[config.mk]
export PLATFORM = sky130hd
export DESIGN_NAME = next_block_queue_flat
export DESIGN_NICKNAME = d
export VERILOG_FILES = /design/src/rtl/next_block_queue_if.sv /design/src/rtl/next_block_queue.sv /design/src/flat_wrapper.sv
export SDC_FILE = /design/constraint.sdc
export NUM_CORES = 1
export LEC_CHECK = 0
export ABC_AREA = 1
export CORE_ASPECT_RATIO = 0.6
export CORE_MARGIN = 5
export CORE_UTILIZATION = 52
export DETAILED_ROUTE_END_ITERATION = 8
export PLACE_DENSITY = 0.84
export SLEW_MARGIN = 15
export SYNTH_ARGS = -nofsm -noshare
export SYNTH_HDL_FRONTEND = slang
export SYNTH_SLANG_ARGS = --single-unit
[constraint.sdc]
create_clock -name clk_i -period 8.74 [get_ports clk_i]
set_input_delay 1.311 -clock clk_i [delete_from_list [all_inputs] [get_ports clk_i]]
set_output_delay 1.311 -clock clk_i [all_outputs]
set_load 0.02 [all_outputs]
[src/rtl/next_block_queue_if.sv]
// Signal bundle between the next-block queue, the free-running block generator and the game FSM.
// Field-width macros fall back to the standard playfield sizes when the project headers are absent.
`ifndef TETRIS_COLORS_WIDTH
`define TETRIS_COLORS_WIDTH 3
`endif
`ifndef FIELD_COL_CNT_WIDTH
`define FIELD_COL_CNT_WIDTH 4
`endif
`ifndef FIELD_ROW_CNT_WIDTH
`define FIELD_ROW_CNT_WIDTH 5
`endif

interface next_block_queue_if #(
  parameter int DEPTH = 2
) ();
  localparam int CNT_W = $clog2(DEPTH + 1);

  logic                                 flush_i;
  logic                                 gen_en_o;
  logic        [63:0]                   gen_data_i;
  logic        [`TETRIS_COLORS_WIDTH-1:0] gen_color_i;
  logic        [1:0]                    gen_rotation_i;
  logic signed [`FIELD_COL_CNT_WIDTH:0] gen_x_i;
  logic signed [`FIELD_ROW_CNT_WIDTH:0] gen_y_i;
  logic                                 block_valid_o;
  logic                                 block_pop_i;
  logic        [63:0]                   block_data_o;
  logic        [`TETRIS_COLORS_WIDTH-1:0] block_color_o;
  logic        [1:0]                    block_rotation_o;
  logic signed [`FIELD_COL_CNT_WIDTH:0] block_x_o;
  logic signed [`FIELD_ROW_CNT_WIDTH:0] block_y_o;
  logic        [CNT_W-1:0]              count_o;

  // master: the queue itself; slave: generator plus game FSM side
  modport master (
    input  flush_i, gen_data_i, gen_color_i, gen_rotation_i, gen_x_i, gen_y_i, block_pop_i,
    output gen_en_o, block_valid_o, block_data_o, block_color_o, block_rotation_o,
           block_x_o, block_y_o, count_o
  );

  modport slave (
    output flush_i, gen_data_i, gen_color_i, gen_rotation_i, gen_x_i, gen_y_i, block_pop_i,
    input  gen_en_o, block_valid_o, block_data_o, block_color_o, block_rotation_o,
           block_x_o, block_y_o, count_o
  );
endinterface

[src/rtl/next_block_queue.sv]
// Prefetch FIFO between the block generator and the game FSM, hiding the generator pipeline latency.
// Optional macro NEXT_BLOCK_NO_REPEAT_EN: reroll once when a captured color repeats the previous one.
`ifndef TETRIS_COLORS_WIDTH
`define TETRIS_COLORS_WIDTH 3
`endif
`ifndef FIELD_COL_CNT_WIDTH
`define FIELD_COL_CNT_WIDTH 4
`endif
`ifndef FIELD_ROW_CNT_WIDTH
`define FIELD_ROW_CNT_WIDTH 5
`endif

module next_block_queue #(
  parameter int DEPTH         = 2,
  parameter int SETTLE_CYCLES = 3
) (
  input  logic               clk_i,
  input  logic               rst_i,
  next_block_queue_if.master q
);
  localparam int CNT_W = $clog2(DEPTH + 1);
  localparam int PTR_W = (DEPTH > 1) ? $clog2(DEPTH) : 1;
  localparam int SET_W = (SETTLE_CYCLES > 1) ? $clog2(SETTLE_CYCLES) : 1;
  localparam int CW    = `TETRIS_COLORS_WIDTH;
  localparam int XW    = `FIELD_COL_CNT_WIDTH + 1;
  localparam int YW    = `FIELD_ROW_CNT_WIDTH + 1;

  typedef enum logic [1:0] {
    S_IDLE,
    S_KICK,
    S_SETTLE,
    S_CAPTURE
  } state_t;

  state_t                r_state;
  state_t                w_state_nxt;
  logic [SET_W-1:0]      r_settle;
  logic [SET_W-1:0]      w_settle_nxt;
  logic [PTR_W-1:0]      r_wptr;
  logic [PTR_W-1:0]      r_rptr;
  logic [CNT_W-1:0]      r_count;
  logic                  r_gen_en;

  logic        [63:0]    r_data [DEPTH];
  logic        [CW-1:0]  r_color[DEPTH];
  logic        [1:0]     r_rot  [DEPTH];
  logic signed [XW-1:0]  r_x    [DEPTH];
  logic signed [YW-1:0]  r_y    [DEPTH];

  logic                  w_valid;
  logic                  w_pop;
  logic                  w_capture;
  logic                  w_reject;
  logic                  w_write;

  function automatic logic [PTR_W-1:0] ptr_inc(input logic [PTR_W-1:0] p);
    if (p == PTR_W'(DEPTH - 1)) return '0;
    return p + 1'b1;
  endfunction

  assign w_valid   = (r_count != '0);
  assign w_pop     = q.block_pop_i && w_valid && !q.flush_i;
  assign w_capture = (r_state == S_CAPTURE) && !q.flush_i;
  assign w_write   = w_capture && !w_reject;

`ifdef NEXT_BLOCK_NO_REPEAT_EN
  logic [CW-1:0] r_last_color;
  logic          r_reroll;

  assign w_reject = (q.gen_color_i == r_last_color) && !r_reroll;

  always_ff @(posedge clk_i or posedge rst_i) begin
    if (rst_i) begin
      r_last_color <= '0;
      r_reroll     <= 1'b0;
    end else if (q.flush_i) begin
      r_last_color <= '0;
      r_reroll     <= 1'b0;
    end else if (w_capture) begin
      if (w_reject) begin
        r_reroll <= 1'b1;
      end else begin
        r_last_color <= q.gen_color_i;
        r_reroll     <= 1'b0;
      end
    end
  end
`else
  assign w_reject = 1'b0;
`endif

  // A slot is reserved at IDLE, so every later CAPTURE has room even if pops arrive meanwhile.
  always_comb begin
    w_state_nxt  = r_state;
    w_settle_nxt = r_settle;
    if (q.flush_i) begin
      w_state_nxt  = S_IDLE;
      w_settle_nxt = '0;
    end else begin
      case (r_state)
        S_IDLE: begin
          if ((r_count < CNT_W'(DEPTH)) || w_pop) w_state_nxt = S_KICK;
        end
        S_KICK: begin
          w_state_nxt  = S_SETTLE;
          w_settle_nxt = SET_W'(SETTLE_CYCLES - 1);
        end
        S_SETTLE: begin
          if (r_settle <= SET_W'(1)) begin
            w_state_nxt  = S_CAPTURE;
            w_settle_nxt = '0;
          end else begin
            w_settle_nxt = r_settle - 1'b1;
          end
        end
        S_CAPTURE: begin
          w_state_nxt = w_reject ? S_KICK : S_IDLE;
        end
        default: begin
          w_state_nxt = S_IDLE;
        end
      endcase
    end
  end

  always_ff @(posedge clk_i or posedge rst_i) begin
    if (rst_i) begin
      r_state  <= S_IDLE;
      r_settle <= '0;
      r_gen_en <= 1'b0;
      r_wptr   <= '0;
      r_rptr   <= '0;
      r_count  <= '0;
    end else begin
      r_state  <= w_state_nxt;
      r_settle <= w_settle_nxt;
      r_gen_en <= (w_state_nxt == S_KICK);
      if (q.flush_i) begin
        r_wptr  <= '0;
        r_rptr  <= '0;
        r_count <= '0;
      end else begin
        if (w_write) r_wptr <= ptr_inc(r_wptr);
        if (w_pop)   r_rptr <= ptr_inc(r_rptr);
        case ({w_write, w_pop})
          2'b10:   r_count <= r_count + 1'b1;
          2'b01:   r_count <= r_count - 1'b1;
          default: r_count <= r_count;
        endcase
      end
    end
  end

  // Payload storage carries no reset; the head mux below hides stale entries.
  always_ff @(posedge clk_i) begin
    if (w_write) begin
      r_data [r_wptr] <= q.gen_data_i;
      r_color[r_wptr] <= q.gen_color_i;
      r_rot  [r_wptr] <= q.gen_rotation_i;
      r_x    [r_wptr] <= q.gen_x_i;
      r_y    [r_wptr] <= q.gen_y_i;
    end
  end

  assign q.gen_en_o         = r_gen_en;
  assign q.count_o          = r_count;
  assign q.block_valid_o    = w_valid;
  assign q.block_data_o     = w_valid ? r_data [r_rptr] : '0;
  assign q.block_color_o    = w_valid ? r_color[r_rptr] : '0;
  assign q.block_rotation_o = w_valid ? r_rot  [r_rptr] : '0;
  assign q.block_x_o        = w_valid ? r_x    [r_rptr] : '0;
  assign q.block_y_o        = w_valid ? r_y    [r_rptr] : '0;

endmodule

[src/flat_wrapper.sv]
// flat-port wrapper written by rule: the top's interface ports become plain ports
module next_block_queue_flat 
#(
  parameter int DEPTH         = 2,
  parameter int SETTLE_CYCLES = 3
)
  (clk_i, rst_i, q_flush_i, q_gen_data_i, q_gen_color_i, q_gen_rotation_i, q_gen_x_i, q_gen_y_i, q_block_pop_i, q_gen_en_o, q_block_valid_o, q_block_data_o, q_block_color_o, q_block_rotation_o, q_block_x_o, q_block_y_o, q_count_o);
  next_block_queue_if #(.DEPTH(DEPTH)) q_i ();
  input  logic clk_i;
  input  logic rst_i;
  input wire logic [$bits(q_i.flush_i)-1:0] q_flush_i;
  input wire logic [$bits(q_i.gen_data_i)-1:0] q_gen_data_i;
  input wire logic [$bits(q_i.gen_color_i)-1:0] q_gen_color_i;
  input wire logic [$bits(q_i.gen_rotation_i)-1:0] q_gen_rotation_i;
  input wire logic [$bits(q_i.gen_x_i)-1:0] q_gen_x_i;
  input wire logic [$bits(q_i.gen_y_i)-1:0] q_gen_y_i;
  input wire logic [$bits(q_i.block_pop_i)-1:0] q_block_pop_i;
  output wire logic [$bits(q_i.gen_en_o)-1:0] q_gen_en_o;
  output wire logic [$bits(q_i.block_valid_o)-1:0] q_block_valid_o;
  output wire logic [$bits(q_i.block_data_o)-1:0] q_block_data_o;
  output wire logic [$bits(q_i.block_color_o)-1:0] q_block_color_o;
  output wire logic [$bits(q_i.block_rotation_o)-1:0] q_block_rotation_o;
  output wire logic [$bits(q_i.block_x_o)-1:0] q_block_x_o;
  output wire logic [$bits(q_i.block_y_o)-1:0] q_block_y_o;
  output wire logic [$bits(q_i.count_o)-1:0] q_count_o;
  assign q_i.flush_i = q_flush_i;
  assign q_i.gen_data_i = q_gen_data_i;
  assign q_i.gen_color_i = q_gen_color_i;
  assign q_i.gen_rotation_i = q_gen_rotation_i;
  assign q_i.gen_x_i = q_gen_x_i;
  assign q_i.gen_y_i = q_gen_y_i;
  assign q_i.block_pop_i = q_block_pop_i;
  assign q_gen_en_o = q_i.gen_en_o;
  assign q_block_valid_o = q_i.block_valid_o;
  assign q_block_data_o = q_i.block_data_o;
  assign q_block_color_o = q_i.block_color_o;
  assign q_block_rotation_o = q_i.block_rotation_o;
  assign q_block_x_o = q_i.block_x_o;
  assign q_block_y_o = q_i.block_y_o;
  assign q_count_o = q_i.count_o;
  next_block_queue #(.DEPTH(DEPTH), .SETTLE_CYCLES(SETTLE_CYCLES)) u_core (.clk_i(clk_i), .rst_i(rst_i), .q(q_i));
endmodule
## Word level (Yosys, flattened, before mapping)

Memories as Yosys holds them, arrays and structs flattened.
Index checks and enable logic that the tools add are counted.

- Add/subtract/negate cells: 5
- Multiply operators: 0
- Div/mod/pow operators: 0
- Magnitude comparators: 2
- Equality and inequality tests: 6
- Shift-type cells: 0
- Multiplexer cells: 30
- Bitwise logic cells: 0
- Reductions and logical operators: 11

Operators with widths:

| cell | count |
|---|---|
| 2-to-1 mux 64 bit | 1 |
| 2-to-1 mux 1 bit | 16 |
| 2-to-1 mux 2 bit | 7 |
| case mux 2 bit (2 select lines) | 2 |
| case mux 2 bit (4 select lines) | 1 |
| equality test 2 x 1 -> 1 bit (second input constant) | 3 |
| equality test 2 bit (second input constant) | 3 |
| 2-to-1 mux 6 bit | 1 |
| nonzero test 2 bit | 3 |
| nonzero test 3 bit | 2 |
| 2-to-1 mux 5 bit | 1 |
| subtractor 2 x 1 -> 2 bit (second input constant) | 2 |
| logical AND 1 bit | 3 |
| 2-to-1 mux 3 bit | 1 |
| adder 1 bit (second input constant) | 2 |
| adder 2 x 1 -> 2 bit (second input constant) | 1 |
| <= comparator 2 x 1 -> 1 bit (second input constant) | 1 |
| zero test 2 bit | 1 |
| < comparator 2 bit (second input constant) | 1 |
| zero test 1 bit | 1 |
| logical OR 1 bit | 1 |

- Flip-flop bits (word level): 9
- Bits in latches: 0
- RAM bits: 160
- Memory bits (read-only): 0
- Input bits: 84
- Output and inout bits: 84
- Word-level logic and storage cells: 65
- Memories kept: 5

Memory list:

| memory | depth | bits a word | rd ports | clocked after Yosys merged registers in | wr ports | RTL line | text |
|---|---|---|---|---|---|---|---|
| u_core.r_data | 2 | 64 | 1 | 0 | 1 | next_block_queue.sv:44 | `logic [63:0] r_data [DEPTH];` |
| u_core.r_y | 2 | 6 | 1 | 0 | 1 | next_block_queue.sv:48 | `logic signed [YW-1:0] r_y [DEPTH];` |
| u_core.r_x | 2 | 5 | 1 | 0 | 1 | next_block_queue.sv:47 | `logic signed [XW-1:0] r_x [DEPTH];` |
| u_core.r_color | 2 | 3 | 1 | 0 | 1 | next_block_queue.sv:45 | `logic [CW-1:0] r_color[DEPTH];` |
| u_core.r_rot | 2 | 2 | 1 | 0 | 1 | next_block_queue.sv:46 | `logic [1:0] r_rot [DEPTH];` |

## Longest topological paths before layout

Gate-level depths: netlist (run 1).

- Word-level depth: 8
- Gate-level depth with buffers: 7
- Depth with buffers taken out: 7

## Least setup slack after synthesis (run 1)

No wires, ideal clock.

- Path type: input to register
- Start: input port q_flush_i
- End: memory u_core.r_color[0][0] (netlist bit) (enable)
- Setup time: 519 ps
- Data arrival time: 4969 ps
- Required time: 8221 ps
- Slack: 3252 ps
- Cell stages on the path: 4
- Buffers on the path: 1
- Path through: buf_2 -> inv_1 -> nand2_1 -> nor2_1

- Cells in the longest elaborated chain, start to end: 4

RTL lines:

| element | RTL line | text |
|---|---|---|
| from (decl) | flat_wrapper.sv:11 | `input wire logic [$bits(q_i.flush_i)-1:0] q_flush_i;` |
| zero test 1 bit | next_block_queue.sv:63 | `assign w_capture = (r_state == S_CAPTURE) && !q.flush_i;` |
| logical AND 1 bit | next_block_queue.sv:63 |  |
| 2-to-1 mux 1 bit | next_block_queue.sv:156 | `if (w_write) begin` |
| 2-to-1 mux 1 bit (implied by the code) | next_block_queue.sv:158 | `r_color[r_wptr] <= q.gen_color_i;` |
| to (decl) | next_block_queue.sv:45 |  |

Every way passes these cells.

## Final worst setup path (run 1)

- Start: register u_core.r_rptr
- End: output port q_block_data_o[24]

- Cells in the longest elaborated chain, start to end: 2

RTL lines:

| element | RTL line | text |
|---|---|---|
| from (decl) | next_block_queue.sv:40 | `logic [PTR_W-1:0] r_rptr;` |
| from (signal assigned) | next_block_queue.sv:144 | `if (w_pop) r_rptr <= ptr_inc(r_rptr);` |
| memory (2 x 64 bit) | - |  |
| 2-to-1 mux 64 bit | next_block_queue.sv:168 | `assign q.block_data_o = w_valid ? r_data [r_rptr] : '0;` |
| to (decl) | flat_wrapper.sv:20 | `output wire logic [$bits(q_i.block_data_o)-1:0] q_block_data_o;` |

Every way passes these cells.

==> results of run 1 <==
report_power, final:
group          switching (uW)  total [uW]  internal, uW  leakage, uW
clock network             301         664           363     0.000242
logic                     328         558           229      0.00126
registers                18.5         949           931      0.00156
layer usage:
metal  vias up  GRT usage
li1       2042          -
met1      2091     0.2635
met2       195     0.2929
met3        11    0.06289
met4         0    0.05020
met5         -          0
kinds of logic after synthesis:
family / after synthesis / share of synthesized area
buffers and inverters: 37 / 0.03403
AOI/OAI and AO/OA: 91 / 0.07172
and+or+nand+nor: 189 / 0.1136
DFF: 169 / 0.7729
adders and majority gates: 4 / 0.007691
stage by stage:
stage | total power (uW) | instance area (sq um) | utilization
after floorplan | 1271 | 6507 | -
after global placement | 1516 | 8264 | 0.6807
after detailed placement | 1526 | 8264 | 0.6807
after CTS | 2189 | 8788 | 0.7239
after global routing | 2264 | 8788 | 0.7239
final | 2170 | 8788 | 0.7239
cell type report:
| type | instances | area, sq um | area share |
|---|---|---|---|
| Clock buffer | 17 | 425.4 | 0.04841 |
| Clock inverter | 13 | 98.84 | 0.01125 |
| Inverter | 11 | 41.29 | 0.004698 |
| Multi-Input combinational cell | 284 | 1276 | 0.1452 |
| Sequential cell | 169 | 5031 | 0.5725 |
| Tap cell | 165 | 206.4 | 0.02349 |
| Timing Repair Buffer | 172 | 1709 | 0.1945 |
synthesized netlist by cell type:
cell type / number
a21oi_1: 84
a21oi_2: 1
buf_2: 18
buf_6: 8
dfrtp_1: 9
edfxtp_1: 160
ha_1: 4
inv_1: 8
inv_2: 3
nand2_1: 174
nand2_2: 1
nand3_1: 2
nand3_4: 1
nand3b_1: 1
nand4_1: 1
nor2_1: 7
nor2_2: 2
o21ai_0: 3
o21ai_1: 1
o21ai_2: 1
o32ai_1: 1
final timing paths:
check	startpoint	end	slack, ns	depth (start not counted)
worst max register to register	u_core.r_rptr$_DFFE_PP0P_	u_core.r_rptr$_DFFE_PP0P_	6.34	5
worst min-delay path	u_core.r_settle[0]$_DFFE_PP0P_	u_core.r_settle[1]$_DFFE_PP0P_	0.57	2
max in group asynchronous	rst_i	u_core.r_rptr$_DFFE_PP0P_	7.26	2
min in group asynchronous	rst_i	u_core.r_settle[0]$_DFFE_PP0P_	1.20	2
worst min register to register	u_core.r_settle[0]$_DFFE_PP0P_	u_core.r_settle[1]$_DFFE_PP0P_	0.57	2
worst max-delay path	u_core.r_rptr$_DFFE_PP0P_	q_block_data_o[24]	4.06	6
worst max-delay path, delay by kind of cell, from the launching register on:
kind | cells | cell delay (ns)
buffers and inverters | 4 | 2.14
and+or+nand+nor | 1 | 0.13
DFF | 1 | 0.39
AOI/OAI and AO/OA | 1 | 0.24
flip-flops by register name (all words and copies together), names as in the netlist:
| register | flops |
|---|---|
| u_core.q.gen_en_o | 1 |
| u_core.r_x | 10 |
| u_core.r_wptr | 1 |
| u_core.r_settle | 2 |
| u_core.r_rptr | 1 |
| u_core.r_state | 2 |
| u_core.r_rot | 4 |
| u_core.r_data | 128 |
| u_core.r_color | 6 |
| u_core.q.count_o | 2 |
| u_core.r_y | 12 |
==> run metrics, run 1 <==
status finished clean; GRT overflow 0; met3 wire len 1342 microns; Crit Path Max Fanout 81; Post-DRT Antenna Nets 0; Via density 5.221; Post-Synthesis Cells 490; Synth cell types 21; Area contributors post-synth edfxtp_1 (74%), nand2_1 (10%), a21oi_1 (6.5%); Max clock buf depth 2; chip width 154.4 microns; most frequent cells in the layout nand2_1 (174), clkdlybuf4s50_1 (167), edfxtp_1 (160), a21oi_1 (84), clkbuf_16 (17); hpwl dp 9083 microns; mapped cell area 6507 sq um; slew of the pin with the lowest slew margin 1.075 ns; CTS buffer count 17; min Tclk post-route 4.682 ns; Yosys warnings 0; Resized cells post-CTS 0; largest area contributor in the netlist edfxtp_1; Max-Cap Viols 0; FP Rows 31; Yosys reg bits 169; fill cell count 769; final count of hold timing violations 0; CTS tree built; layout cells sized above 1 0.06907; setup bufs post-CTS 0; Min Hold Slack 0.5694 ns; total track usage 0.1903; DRC viols 0; uppermost layer routed met4; diode count 0; nets 743; skew final 0.008110 ns; dpl ws 4.513 ns; Area growth syn-to-layout 35.05%; PnR worst setup slack 4.058 ns; CP peak stage delay 0.66 ns; Yosys top cell area share 0.7383; Slew Viols, Final 0; Rel. slew slack 0.2835; GPL Wtd Cong 0.7613; WL/cell 17.27 microns; syn avg cell area 13.28 sq um; crit-path cells buf_4, inv_2, buf_4, nand2_1, a21oi_1, clkdlybuf4s50_1; Leak 0.003064 uW; pin count of the biggest net entering global routing 82; via count 4,339; syn_nets 578; worst skew pair latency 0.41 ns; Setup CP Type flip-flop to primary output; Core Area 12,140 sq um; min-delay worst type flip-flop to flip-flop; Reg clk slew, reported paths 0.06 ns; setup total negative slack 0 ns; drt pass-1 iters 4; Die Height 96.65 microns; Initial Util 0.5360; Critical Path Slowest Stage Cell clkdlybuf4s50_1; Final period util 0.5357; initial DRC count 238; Clock Sinks 169; register area share after synthesis 0.7729; Final setup viols 0; Worst Setup End Kind primary output; RSZ-0062 raised after global routing no; routed wire length on met2 6745 microns; worst path arrival time 3.37 ns; floorplan die area 14,920 sq um; Inst Count DP 801; Startpoint Class flip-flop; PwrDens 247.0 nW/um^2; initial antenna violation count 0; number of global-route vias before repair 4,381; WP data required 7.43 ns; I/O pin cnt 168; H-tree lvl count 4; Finished Layout Cells 831; VDD IR-drop max 0.1863 mV; Post-CTS Hold Fix Bufs 0; Buffers on Ports 167; Critical Path Most Common Cell buf_4; Fmax 213.6 MHz; first-pass GRT wire length 22,360 microns; CTS root buf clkbuf_16; most common cell after layout, fill and taps aside nand2_1; metal1 wirelength 6164 microns; Post-Route WL 14,350 microns
No activity file was read; power rests on OpenSTA's default activity.
==> run 2, diff against run 1 <==
Settings changed: CORE_UTILIZATION 52 to 44, PLACE_DENSITY 0.84 to 0.76.
Clock period 8.74 ns to 4.1 ns, I/O delays scaled along.
==> run metrics, run 2 (same netlist as run 1, synthesis figures left out) <==
NetSw 1425 uW (+120%); PnR worst setup slack 0.6571 ns (-3.401 ns); WP data required 3.48 ns (-3.95 ns); I/O pin cnt 168 (unchanged); first-pass GRT wire length 23,160 microns (+3.6%); most common cell after layout, fill and taps aside nand2_1; skew final 0.01020 ns (+0.002093 ns); GPL Wtd Cong 0.7750 (+1.8%); CTS tree built; DRC viols 0 (unchanged); max reg flops 128 (unchanged); Resized cells post-CTS 0 (unchanged); Inst Count DP 837 (+4.5%); Clock Sinks 169 (unchanged); Core Area 14,510 sq um (+19%); WL/cell 16.85 microns (-2.4%); dpl ws 1.064 ns (-3.449 ns); H-tree lvl count 4 (unchanged); Comb power frac 0.250 (-0.007); Final setup viols 0 (unchanged); Clk pwr share 0.323 (+0.017); via count 4,315 (-0.55%); hpwl dp 9695 microns (+6.7%); Finished Layout Cells 869 (+4.6%); Worst Setup End Kind primary output; Startpoint Class flip-flop; status finished clean; dpl cell area 8378 sq um (+1.4%); floorplan die area 17,400 sq um (+17%); final count of hold timing violations 0 (unchanged); initial DRC count 325 (+37%); Reg clk slew, reported paths 0.06 ns (about the same); Max-Cap Viols 0 (unchanged); min Tclk post-route 3.443 ns; VDD IR-drop max 0.2483 mV (+33%); CTS buffer count 17 (unchanged); most flop-heavy register u_core.r_data; RSZ-0062 raised after global routing no; Via density 4.965 (-4.9%); switch share 0.2982 (about the same); chip width 167 microns (+8.1%); worst skew pair latency 0.41 ns (about the same); CTS root buf clkbuf_16; setup total negative slack 0 ns (unchanged); drt pass-1 iters 5 (+1); Setup CP Type flip-flop to primary output; Slew Viols, Final 0 (unchanged); worst r2r dst u_core.r_data[0][20]$_DFFE_PP_; initial antenna violation count 1 (+1); worst path arrival time 2.83 ns (-0.54 ns); Post-Route WL 14,640 microns (+2.0%); number of global-route vias before repair 4,462 (+1.8%); Buffers on Ports 167 (unchanged); Die Height 104.2 microns (+7.8%); Post-DRT Antenna Nets 0 (unchanged); Crit Path Max Fanout 49 (-40%); pin count of the biggest net entering global routing 52 (-37%); FP Rows 34 (+9.7%); r2r startpoint u_core.r_state[1]$_DFF_PP0_; sequential share of power 0.428 (-0.009); Initial Util 0.4486 (-0.08743); CP startpoint u_core.r_rptr$_DFFE_PP0P_; Fmax 290.5 MHz; most frequent cells in the layout nand2_1 (174), clkdlybuf4s50_1 (167), edfxtp_1 (160), a21oi_1 (84), clkbuf_16 (17); layout cells sized above 1 0.07601 (+0.006937); PwrDens 533.7 nW/um^2 (+120%); worst r2r path cells 4 (-1); total track usage 0.1686 (-0.02173); Finished Cell Area 8957 sq um (+1.9%); diode count 0 (unchanged); min-delay worst type input pin to async pin; nets 746 (+0.40%); Final period util 0.8397; Pint 3355 uW (+120%); biggest regs u_core.r_data (128), u_core.r_y (12), u_core.r_x (10); Leak 0.003142 uW (+2.6%); slew of the pin with the lowest slew margin 0.9143 ns (-0.1604 ns); Worst R2R Setup Slack 1.93 ns (-4.41 ns); Max clock buf depth 2 (unchanged); Post-CTS Hold Fix Bufs 0 (unchanged); setup bufs post-CTS 0 (unchanged); crit path to q_block_data_o[29]; GRT overflow 0 (unchanged); Area growth syn-to-layout 37.65%; Rel. slew slack 0.3890 (+0.1055)
==> run 2: cell count changes in the layout (fill, tap and decap cells not counted), sizes merged <==
cell and delta:
inv +6, clkinvlp -5, buf +3, bufinv +1
==> run 2: power groups by stage <==
stage               logic [uW]  clock network, uW  registers (uW)
floorplan                  643                  0            2070
global placement          1180                  0            2080
detailed placement        1200                  0            2080
CTS                       1210               1590            2050
global route              1280               1650            2060
finish                    1190               1540            2050
==> run 2: per-stage QoR <==
step,hold WS (ns),total power (uW),util
3_5_place_dp,0.5390,3284,0.5775
4_1_cts,0.4910,4842,0.6175
3_3_place_gp,0.5240,3260,0.5775
2_1_floorplan,0.4429,2710,-
5_1_grt,0.5210,4992,0.6175
6_report,0.4871,4780,0.6175
==> run 2: how the worst min path moves through the flow <==
stage | to | start | slack (ns)
detailed placement | u_core.r_settle[1]$_DFFE_PP0P_ | u_core.r_settle[0]$_DFFE_PP0P_ | 0.54
floorplan | u_core.q.count_o[0]$_DFFE_PP0P_ | rst_i | 0.44
global route | u_core.r_wptr$_DFFE_PP0P_ | rst_i | 0.52
finish | u_core.r_wptr$_DFFE_PP0P_ | rst_i | 0.49
CTS | u_core.r_wptr$_DFFE_PP0P_ | rst_i | 0.49
global placement | u_core.r_settle[1]$_DFFE_PP0P_ | u_core.r_settle[0]$_DFFE_PP0P_ | 0.52
==> run 2: cell type report <==
| class | instances | area, sq um |
|---|---|---|
| repair buffers | 175 | 1782 |
| inverters | 11 | 41.29 |
| flip-flops and latches | 169 | 5031 |
| clock buffers | 17 | 425.4 |
| well taps | 198 | 247.7 |
| fillers | 1095 | 5549 |
| clock inverters | 15 | 153.9 |
| multi-input cells | 284 | 1276 |
==> run 2: routing by layer <==
layer | vias up | GRT usage | part of all wire
li1 | 2055 | - | -
met1 | 2063 | 0.2263 | 0.44
met2 | 188 | 0.2644 | 0.46
met3 | 9 | 0.06039 | 0.094
met4 | 0 | 0.04145 | 0.0061
met5 | - | 0 | 0
==> run 2: critical path, cell delays in order (launching register included) <==
cell             delay, ns
dfrtp_2               0.95
buf_4                 0.46
nand2_1               0.08
a21oi_1               0.26
clkdlybuf4s50_1       0.66
==> run 3, diff against run 2 <==
Clock period 4.1 ns to 3 ns, I/O delays scaled along.
==> run metrics, run 3 (same netlist as run 1, synthesis figures left out) <==
Comb power frac 0.245 (-0.005); Area growth syn-to-layout 38.32%; total track usage 0.1773 (+0.008738); CTS buffer count 17 (unchanged); status finished clean; Post-Route WL 15,290 microns (+4.4%); Reg clk slew, reported paths 0.07 ns (about the same); Max-Cap Viols 0 (unchanged); diode count 0 (unchanged); Rel. slew slack 0.6686 (+0.2796); Worst Setup End Kind primary output; Min Hold Slack 0.3448 ns (-0.1423 ns); worst skew pair latency 0.41 ns (about the same); hpwl dp 10,010 microns (+3.2%); Clock Sinks 169 (unchanged); Finished Layout Cells 871 (+0.23%); Initial Util 0.4486 (unchanged); Via density 5.000 (+0.70%); Post-DRT Antenna Nets 0 (unchanged); dpl cell area 8368 sq um (-0.12%); Startpoint Class flip-flop; initial DRC count 352 (+8.3%); PwrDens 744.6 nW/um^2 (+40%); skew final 0.009719 ns (-0.0004837 ns); most frequent cells in the layout nand2_1 (174), clkdlybuf4s50_1 (167), edfxtp_1 (160), a21oi_1 (84), clkbuf_16 (17); H-tree lvl count 4 (unchanged); critical path's top delay family buffers and inverters; Crit Path Max Fanout 39 (-20%); Pint 4733 uW (+41%); min-delay worst type input pin to async pin; setup bufs post-CTS 0 (unchanged); Critical Path Slowest Stage Cell clkdlybuf4s50_1; Inst Count DP 839 (+0.24%); CP peak stage delay 0.66 ns (-0.29 ns); CTS root buf clkbuf_16; most common cell after layout, fill and taps aside nand2_1; floorplan die area 17,400 sq um (unchanged); CTS tree built; Final period util 0.9531; Final setup viols 0 (unchanged); number of global-route vias before repair 4,480 (+0.40%); DRC viols 0 (unchanged); chip width 167 microns (unchanged); min Tclk post-route 2.859 ns; drt pass-1 iters 5 (unchanged); WP data required 2.55 ns (-0.93 ns); max reg flops 128 (unchanged); first-pass GRT wire length 24,470 microns (+5.6%); pin count of the biggest net entering global routing 59 (+13%); Buf+Inv Stages, Crit Path 3 (+1); Leak 0.003154 uW (+0.36%); GRT overflow 0 (unchanged); initial antenna violation count 1 (unchanged); Max clock buf depth 2 (unchanged); Finished Cell Area 9001 sq um (+0.49%); Buffers on Ports 167 (unchanged); most flop-heavy register u_core.r_data; WL/cell 17.55 microns (+4.2%); GPL Wtd Cong 0.7662 (-1.1%); fill cell count 1,095 (unchanged); Fmax 349.7 MHz; sequential share of power 0.414 (-0.014); RSZ-0062 raised after global routing no; worst path arrival time 2.41 ns (-0.42 ns); switch share 0.2938 (-0.004380); Setup CP Type flip-flop to primary output; final core utilization 0.6205 (+0.003018); NetSw 1969 uW (+38%); final count of hold timing violations 0 (unchanged); I/O pin cnt 168 (unchanged); layout cells sized above 1 0.07727 (+0.001260); Clk pwr share 0.340 (+0.017); Die Height 104.2 microns (unchanged); crit-path cells inv_2, buf_6, nand2_1, a21oi_1, clkdlybuf4s50_1; slew of the pin with the lowest slew margin 0.4970 ns (-0.4173 ns); Slew Viols, Final 0 (unchanged); nets 748 (+0.27%); biggest regs u_core.r_data (128), u_core.r_y (12), u_core.r_x (10); Core Area 14,510 sq um (unchanged); FP Rows 34 (unchanged); VDD IR-drop max 0.4076 mV (+64%); via count 4,355 (+0.93%)
==> run 3: cell count changes in the layout (fill, tap and decap cells not counted) <==
cell	previous run	this run
clkinv_2	1	0
clkinvlp_4	0	2
buf_6	0	4
bufinv_16	1	3
clkbuf_1	0	1
inv_6	6	2
buf_12	4	2
==> run 3: cell type report <==
class / count / area [sq um] / area share
clock inverters: 14 / 188.9 / 0.02099
flip-flops and latches: 169 / 5031 / 0.5589
multi-input cells: 284 / 1276 / 0.1418
clock buffers: 18 / 429.2 / 0.04768
well taps: 198 / 247.7 / 0.02752
repair buffers: 177 / 1787 / 0.1985
inverters: 11 / 41.29 / 0.004587
==> run 3: repair_timing <==
item | 4_1_cts | 5_1_grt
setup endpoints to repair | 0 | 21
gates resized for setup | 0 | 4
hold endpoints to repair | 0 | 0
hold buffers | 0 | 0
==> run 3: path summary, 6_finish.rpt <==
check | from | endpoint | slack, ns | depth (start not counted)
setup reg to reg | u_core.r_state[0]$_DFF_PP0_ | u_core.r_x[1][2]$_DFFE_PP_ | 1.31 | 4
max in group asynchronous | rst_i | u_core.r_rptr$_DFFE_PP0P_ | 2.35 | 2
setup / recovery | u_core.r_rptr$_DFFE_PP0P_ | q_block_data_o[50] | 0.14 | 5
hold reg to reg | u_core.r_settle[0]$_DFFE_PP0P_ | u_core.r_settle[1]$_DFFE_PP0P_ | 0.55 | 2
min in group clk_i | u_core.r_settle[0]$_DFFE_PP0P_ | u_core.r_settle[1]$_DFFE_PP0P_ | 0.55 | 2
hold / removal | rst_i | u_core.q.count_o[1]$_DFFE_PP0P_ | 0.34 | 2
==> run 3: through the flow <==
stage / setup TNS (ns) / setup WS (ns) / power [uW]
6_report: 0 / 0.1407 / 6702
5_1_grt: 0 / 0.006500 / 6995
4_1_cts: 0 / 0.06001 / 6754
3_5_place_dp: 0 / 0.5126 / 4474
3_3_place_gp: 0 / 0.5167 / 4444
2_1_floorplan: -47.80 / -0.2988 / 3700
==> run 3: power groups by stage <==
stage | clock network (uW) | logic (uW) | registers, uW
6_report | 2280 | 1650 | 2780
5_1_grt | 2430 | 1770 | 2790
4_1_cts | 2320 | 1660 | 2780
3_5_place_dp | 0 | 1640 | 2830
3_3_place_gp | 0 | 1620 | 2820
2_1_floorplan | 0 | 881 | 2820
==> run 3: layer usage <==
| layer | track usage | wire, microns | vias up |
|---|---|---|---|
| met5 | 0 | 11 | - |
| met4 | 0.04145 | 106 | 2 |
| met3 | 0.06722 | 1343 | 17 |
| met2 | 0.2647 | 6894 | 169 |
| met1 | 0.2481 | 6935 | 2110 |
| li1 | - | - | 2057 |
